File: src/rtl/ftdi_status_tx.sv
// ---------------------------------------------------------------------------
// ftdi_status_tx
//
// Sends a 4-byte status frame to an FTDI FT245-style synchronous FIFO
// whenever the combined 12-bit status snapshot changes. The status inputs
// come from the CLK_25M domain. Each bit is synchronised into the FTDI clock
// domain, and a value is used only after it has been seen on two consecutive
// cycles.
//
// Frame: B0 = HEADER, B1 = {4'h0, controlstate}, B2 = {psPot_state,
//        SGclock_state}, B3 = B0 ^ B1 ^ B2. A send-immediate pulse follows
//        the frame.
//
// Parameters
//   HEADER        first byte of every frame
//   TIMEOUT       consecutive stalled SEND cycles before the frame is dropped
//
// Ports
//   clk           FTDI_CLK (60 MHz), sole clock
//   reset_n       asynchronous active-low reset
//   controlstate  top-level FSM state   (CLK_25M domain)
//   psPot_state   psPot state           (CLK_25M domain)
//   SGclock_state SGclock state         (CLK_25M domain)
//   rx_busy       receive path owns DATA_BUS; no new frame is started while high
//   TXEn          FTDI TX FIFO not-full, active-low
//   data_out      byte driven onto DATA_BUS
//   data_oe       DATA_BUS drive enable, high = drive
//   wr_n          FTDI write strobe, active-low, registered
//   siwu_n        FTDI send-immediate, active-low
//   oe_n          FTDI read output enable, held high
//   busy          high from LOAD through FLUSH
//   tx_drop       one-cycle pulse when a stalled frame is abandoned
//   frames_sent   completed frame count, wraps at 8 bits
// ---------------------------------------------------------------------------
module ftdi_status_tx #(
    parameter logic [7:0]  HEADER  = 8'hA5,
    parameter logic [15:0] TIMEOUT = 16'd60000
) (
    input  logic       clk,
    input  logic       reset_n,
    input  logic [3:0] controlstate,
    input  logic [3:0] psPot_state,
    input  logic [3:0] SGclock_state,
    input  logic       rx_busy,
    input  logic       TXEn,
    output logic [7:0] data_out,
    output logic       data_oe,
    output logic       wr_n,
    output logic       siwu_n,
    output logic       oe_n,
    output logic       busy,
    output logic       tx_drop,
    output logic [7:0] frames_sent
);

    typedef enum logic [1:0] {
        ST_IDLE,
        ST_LOAD,
        ST_SEND,
        ST_FLUSH
    } state_t;

    state_t      state;
    state_t      state_nxt;

    logic [11:0] s_meta;     // first synchroniser stage
    logic [11:0] s_sync;     // second synchroniser stage
    logic [11:0] s_prev;     // s_sync delayed one cycle, for the stability test
    logic [2:0]  s_vld;      // marks stages that hold post-reset samples
    logic [11:0] s_stable;   // newest value seen on two consecutive cycles
    logic [11:0] last_sent;  // snapshot carried by the most recent LOAD
    logic        pending;

    logic [7:0]  frame_b [4];
    logic [1:0]  byte_idx;
    logic [15:0] stall_cnt;

    logic        accept;
    logic        last_byte;
    logic        stall_hit;

    // A byte is accepted on the edge where the strobe and FIFO-ready are both low.
    assign accept    = (state == ST_SEND) && !wr_n && !TXEn;
    assign last_byte = accept && (byte_idx == 2'd3);
    // This is the TIMEOUT-th consecutive stalled cycle.
    assign stall_hit = (state == ST_SEND) && TXEn && (stall_cnt == TIMEOUT - 16'd1);

    // -----------------------------------------------------------------------
    // Synchroniser and stability filter
    // -----------------------------------------------------------------------
    // NOTE: sequential state is written with non-blocking assignments so every
    // flop samples the pre-edge values, whatever order the statements are in.
    always_ff @(posedge clk or negedge reset_n) begin
        if (!reset_n) begin
            s_meta   <= 12'h000;
            s_sync   <= 12'h000;
            s_prev   <= 12'h000;
            s_vld    <= 3'b000;
            // Matches last_sent, so no frame is requested before real samples arrive.
            s_stable <= 12'hFFF;
        end else begin
            s_meta <= {controlstate, psPot_state, SGclock_state};
            s_sync <= s_meta;
            s_prev <= s_sync;
            s_vld  <= {s_vld[1:0], 1'b1};
            // The zeros left by reset would otherwise look stable, so s_vld gates them out.
            if (s_vld[2] && (s_sync == s_prev)) begin
                s_stable <= s_sync;
            end
        end
    end

    // -----------------------------------------------------------------------
    // Change detection
    // -----------------------------------------------------------------------
    always_ff @(posedge clk or negedge reset_n) begin
        if (!reset_n) begin
            last_sent <= 12'hFFF;
            pending   <= 1'b0;
        end else if (state == ST_LOAD) begin
            last_sent <= s_stable;
            pending   <= 1'b0;
        end else if (stall_hit || (s_stable != last_sent)) begin
            // A dropped frame is requested again.
            pending <= 1'b1;
        end
    end

    // -----------------------------------------------------------------------
    // FSM: state register
    // -----------------------------------------------------------------------
    always_ff @(posedge clk or negedge reset_n) begin
        if (!reset_n) begin
            state <= ST_IDLE;
        end else begin
            state <= state_nxt;
        end
    end

    // -----------------------------------------------------------------------
    // FSM: next-state logic
    // -----------------------------------------------------------------------
    // NOTE: every combinational output gets a default before the case, so no
    // path leaves it unassigned and no latch is inferred.
    always_comb begin
        state_nxt = state;
        unique case (state)
            ST_IDLE:  if (pending && !rx_busy) state_nxt = ST_LOAD;
            ST_LOAD:  state_nxt = ST_SEND;
            ST_SEND: begin
                if (stall_hit) begin
                    state_nxt = ST_IDLE;
                end else if (last_byte) begin
                    state_nxt = ST_FLUSH;
                end
            end
            ST_FLUSH: state_nxt = ST_IDLE;
            default:  state_nxt = ST_IDLE;
        endcase
    end

    // -----------------------------------------------------------------------
    // FSM: output decode
    // -----------------------------------------------------------------------
    always_comb begin
        data_out = 8'h00;
        data_oe  = 1'b0;
        siwu_n   = 1'b1;
        oe_n     = 1'b1;
        busy     = 1'b1;
        unique case (state)
            ST_IDLE:  busy = 1'b0;
            ST_LOAD:  ;
            ST_SEND: begin
                data_oe  = 1'b1;
                data_out = frame_b[byte_idx];
            end
            ST_FLUSH: siwu_n = 1'b0;
            default:  busy = 1'b0;
        endcase
    end

    // -----------------------------------------------------------------------
    // Frame buffer
    // -----------------------------------------------------------------------
    // NOTE: the frame bytes have no reset. They are read only in SEND, and
    // SEND is always entered through LOAD, which writes all four bytes.
    always_ff @(posedge clk) begin
        if (state == ST_LOAD) begin
            frame_b[0] <= HEADER;
            frame_b[1] <= {4'h0, s_stable[11:8]};
            frame_b[2] <= s_stable[7:0];
            frame_b[3] <= HEADER ^ {4'h0, s_stable[11:8]} ^ s_stable[7:0];
        end
    end

    // -----------------------------------------------------------------------
    // FIFO handshake, stall timer and frame counter
    // -----------------------------------------------------------------------
    always_ff @(posedge clk or negedge reset_n) begin
        if (!reset_n) begin
            byte_idx    <= 2'd0;
            stall_cnt   <= 16'd0;
            wr_n        <= 1'b1;
            tx_drop     <= 1'b0;
            frames_sent <= 8'h00;
        end else begin
            // The strobe follows FIFO-ready one cycle late. A stalled byte is
            // re-presented unchanged until an edge sees both signals low.
            wr_n <= !((state_nxt == ST_SEND) && !TXEn);
            // Registered, so the pulse coincides with the first IDLE cycle of the abort.
            tx_drop <= stall_hit;

            if (state == ST_LOAD) begin
                byte_idx  <= 2'd0;
                stall_cnt <= 16'd0;
            end else if (accept) begin
                byte_idx  <= byte_idx + 2'd1;
                stall_cnt <= 16'd0;
            end else if ((state == ST_SEND) && TXEn) begin
                stall_cnt <= stall_cnt + 16'd1;
            end

            if (last_byte) begin
                frames_sent <= frames_sent + 8'd1;
            end
        end
    end

endmodule

File: config.mk
export PLATFORM = sky130hd
export DESIGN_NAME = ftdi_status_tx
export DESIGN_NICKNAME = d
export VERILOG_FILES = /design/src/rtl/ftdi_status_tx.sv
export SDC_FILE = /design/constraint.sdc
export NUM_CORES = 1
export LEC_CHECK = 0
export CAP_MARGIN = 40
export CELL_PAD_IN_SITES_DETAIL_PLACEMENT = 0
export CELL_PAD_IN_SITES_GLOBAL_PLACEMENT = 1
export CORE_MARGIN = 10
export CORE_UTILIZATION = 47
export DETAILED_ROUTE_END_ITERATION = 8
export GPL_ROUTABILITY_DRIVEN = 0
export PLACE_DENSITY = 0.8
export SYNTH_ARGS = -nofsm -noshare
export SYNTH_HDL_FRONTEND = slang
export SYNTH_SLANG_ARGS = --single-unit
File: constraint.sdc
create_clock -name clk -period 2.3 [get_ports clk]
set_input_delay 0.46 -clock clk [delete_from_list [all_inputs] [get_ports clk]]
set_output_delay 0.46 -clock clk [all_outputs]
set_load 0.02 [all_outputs]
* After elaboration in Yosys (flattened, before gate mapping)
Memories as Yosys holds them, arrays and structs flattened. Cells that the tools add are included. W data, S select, Z words.
Word-level totals: bits in registers 94, logic and storage cells 61, bits in writable memories 32, input bits 16, memories 1
Operators by class: bitwise operators 2, equal/unequal tests 8, add/sub/neg operators 3, multiplexer cells 17, reductions and logical operators 17
Memory list:
- frame_b | depth 4, bits a word 8, rd ports 1, clocked after memory_dff 0, wr ports 4, RTL line 74 | logic [7:0] frame_b [4];
Operator list (number):
- $mux W16 | 3
- $add A16 B1 Y16 const B | 1
- $eq A16 B16 Y1 const B | 1
- $eq A12 B12 Y1 | 1
- $ne A12 B12 Y1 | 1
- $mux W2 | 5
- $add A8 B1 Y8 const B | 1
- $eq A2 B2 Y1 const B | 4
- $logic_and A1 B1 Y1 | 8
- $mux W8 | 1
- $pmux W2 S4 | 1
- $xor A8 B8 Y8 | 1
- $mux W1 | 7
- $logic_not A1 Y1 | 4
- $not A2 Y4 | 1
- $reduce_bool A2 Y1 | 2
- $reduce_bool A3 Y1 | 1
- $add A2 B1 Y2 const B | 1
- $eq A2 B1 Y1 const B | 1
- $logic_not A2 Y1 | 1
- $logic_or A1 B1 Y1 | 1

* Longest topological paths before layout
word-level depth 10, mapped depth 8, gate-level depth less buffers 5

* Least setup slack after synthesis
OpenSTA, ideal clock, no wires.
path type flip-flop to flip-flop, start point reg state[1], end point mem frame_b[1][0], enable pin, stages on the path, launching flop included 6, clock period less this slack 1898 ps, data arrival time 1508 ps, path buffers 3, setup slack 402 ps, data required time 1911 ps, path through dfrtp_1 buf_6 nand2b_4 buf_6 clkinv_8 clkbuf_1
RTL lines:
- from (decl) | RTL line 63 | state_t state;
- from (signal assigned) | RTL line 136 | state <= state_nxt;
- to (decl) | RTL line 74

* Worst setup path in the final report
start point reg byte_idx[0], end point out data_out[1]
On the way: cells in the longest elaborated chain, start to end 2
RTL lines:
- from (decl) | RTL line 75 | logic [1:0] byte_idx;
- from (signal assigned) | RTL line 218 | byte_idx <= byte_idx + 2'd1;
- $mem_v2 Z4 W8
- $mux W8 | RTL line 171 | unique case (state)
- to (decl) | RTL line 46 | output logic [7:0] data_out,
No other way between the ends.

==> run metrics <==
H-Tree Depth=3; CTS tree=yes; HPWL reported at the end of detailed placement=5.26 mm; WP data required=1.84 ns; Wirelength per Cell=14.2 µm; worst clock skew=0.0178 ns; Async SR Flop Fraction=83.9%; Synth cell types=53; die height=118 µm; Worst Setup Start Kind=register; max_slew headroom=63.9%; CTS sink cnt=112; register bit total from synthesis=112; Syn Area/Cell=12.9 µm²; I/O pins=38; maxcap violations=0; Site Rows=35; Buf/Inv on CP=1; Hold Fails Final Rpt=0; Top delay family on crit path=flip-flops; Die X=118 µm; vias per inst=5.03; Synth Cell Area=4500 µm²; most frequent cells after synthesis=dfrtp_1, nand2_1, xnor2_1, dfstp_2, edfxtp_1; status=complete, no violations; RSZ-0062 raised after global routing=false; Final WS setup=0.107 ns; Clk Latency, worst-skew pair=0.38 ns; DRC Markers=0; largest net degree at the start of global routing=52; final core utilization=56.6%; Synth warnings=0; Synth area leaders=dfrtp_1, dfstp_2, edfxtp_1, xnor2_1, nand2_1; grt ovf=0; Leak=2.25 nW; hold crit path type=in2async; antenna violations before repair=0; 1st-iter DRT viols=128; period utilization=95.4%; share of post-route cells with drive strength above 1=19.0%; Port Buffers=36; vias in the first global route=2677; first-pass GRT wire length=13.1 mm; Final ANT Viol Nets=0; leading cell type by number of instances after synthesis=dfrtp_1; crit end category=output pin; final hold slack=0.0438 ns; register area share after synthesis=65.0%; hold buffers post-CTS=0; nets=415; Crit path arrival time=1.73 ns; root buf cell=clkbuf_8; CTS clk-pin slew, worst paths=0.12 ns; Cells after Synth=349; worst-path maximum fanout=8; DIE AREA=13900 µm²; CP peak stage delay=0.45 ns; Core ar.=9280 µm²; EDFF count, synth=18; Layout area overhead=16.7%; measured slew at the worst slew-check pin=0.541 ns; crit-path cells=mux2_2 > a22oi_1 > nor2_1 > dlygate4sd2_1; crit path kind=reg2out; area share of the largest cell type after synthesis=38.4%; Post-synth top flop=dfrtp_1; pre-CTS setup slack=0.131 ns; dominant cell type by area after synthesis=dfrtp_1; Num CTS Buffers=9; Setup Total Neg Slack=0 ns; initial core utilization=48.5%; fin crit period=2.19 ns; Clock Path Buffers=2; critical path's slowest cell=dfrtp_2; fin. max-slew vios=0; Total Routed Length=7.54 mm; ANT cells=0; max frequency=456 MHz; Power Density=884 nW/µm²; DRT Pass-1 Iters=4; register area=2930 µm²; Global Route Usage Sum=11.3%; IR Drop Worst-Case VDD=0.473 mV; Multi-input gate area=1470 µm²; fillers=818; Final Setup Violations=0; via count=2665
sequential cells by signal, indices dropped and copies added, names as in the netlist:
name	cells
s_vld	3
pending	1
wr_n	1
s_sync	12
s_stable	12
byte_idx	2
tx_drop	1
stall_cnt	16
frames_sent	8
s_prev	12
s_meta	12
state	2
last_sent	12
frame_b	18
kinds of logic after synthesis:
logic type	Yosys count	synth area share (%)
and+or+nand+nor	119	13.6
DFF	112	65.0
xor gates and xnor gates	39	7.59
AOI/OAI and AO/OA	33	4.81
muxes	23	5.53
buffers and inverters	19	2.56
adders and majority gates	3	0.834
other	1	0.0833
per-layer routing:
| layer | vias up | track usage [%] | share of wire (%) |
|---|---|---|---|
| li1 | 1311 | - | - |
| met1 | 1301 | 14.7 | 49 |
| met2 | 43 | 17.1 | 45 |
| met3 | 10 | 3.36 | 4.2 |
| met4 | 0 | 4.64 | 1.6 |
| met5 | - | 0 | 0 |
layout by cell type, fill, tap and decap left out, drive strengths merged, types with 3 or more instances in the layout:
| cell | netlist | layout |
|---|---|---|
| a21oi | 10 | 10 |
| edfxtp | 18 | 18 |
| nor4 | 7 | 7 |
| mux2i | 8 | 8 |
| dlygate4sd2 | 0 | 8 |
| nand2b | 6 | 6 |
| clkdlybuf4s50 | 0 | 26 |
| nand3 | 3 | 3 |
| dfstp | 25 | 25 |
| o21ai | 8 | 8 |
| clkbuf | 4 | 9 |
| inv | 7 | 13 |
| nand4 | 13 | 13 |
| mux2 | 15 | 15 |
| nor2 | 12 | 12 |
| dfrtp | 69 | 69 |
| xnor2 | 28 | 28 |
| ha | 3 | 3 |
| nor3 | 3 | 3 |
| and3 | 7 | 7 |
| buf | 7 | 11 |
| nand2 | 53 | 53 |
| a31oi | 3 | 3 |
| xor2 | 11 | 11 |
report_power, final:
group	internal, mW	switching (mW)	leakage, nW
sequential	2.20	0.153	1.27
combinational	0.446	0.608	0.867
clock	0.462	0.771	0.109
total	3.11	1.53	2.25
final timing paths:
path,cells past startpoint,slack [ns],to,startpoint
worst max-delay path,4,0.11,data_out[1],byte_idx[0]
worst min-delay path,1,0.04,stall_cnt[3],reset_n
worst max register to register,6,0.40,stall_cnt[11],state[1]
worst min register to register,0,0.36,s_sync[1],s_meta[1]
max in group asynchronous,2,1.54,s_stable[6],reset_n
min in group clk,0,0.36,s_sync[1],s_meta[1]
what timing repair did:
| item | CTS | global route |
|---|---|---|
| resized for setup | 11 | 1 |
| endpoints found under the setup margin | 9 | 3 |
| buffers inserted | 0 | 1 |
layout make-up:
class | instances | area share (%)
flip-flops and latches | 112 | 55.7
multi-input cells | 219 | 27.9
repair buffers | 46 | 8.29
well taps | 129 | 3.07
clock buffers | 9 | 2.36
clock inverters | 7 | 1.79
inverters | 8 | 0.858
through the flow:
| step | std cells | area (µm²) | total power [mW] |
|---|---|---|---|
| 3_3_place_gp | 513 | 5030 | 3.48 |
| 6_report | 530 | 5250 | 4.64 |
| 4_1_cts | 529 | 5240 | 4.70 |
| 5_1_grt | 530 | 5250 | 4.92 |
| 3_5_place_dp | 513 | 5030 | 3.51 |
| 2_1_floorplan | 350 | 4510 | 3.06 |
(Power assumes the default switching activity.)
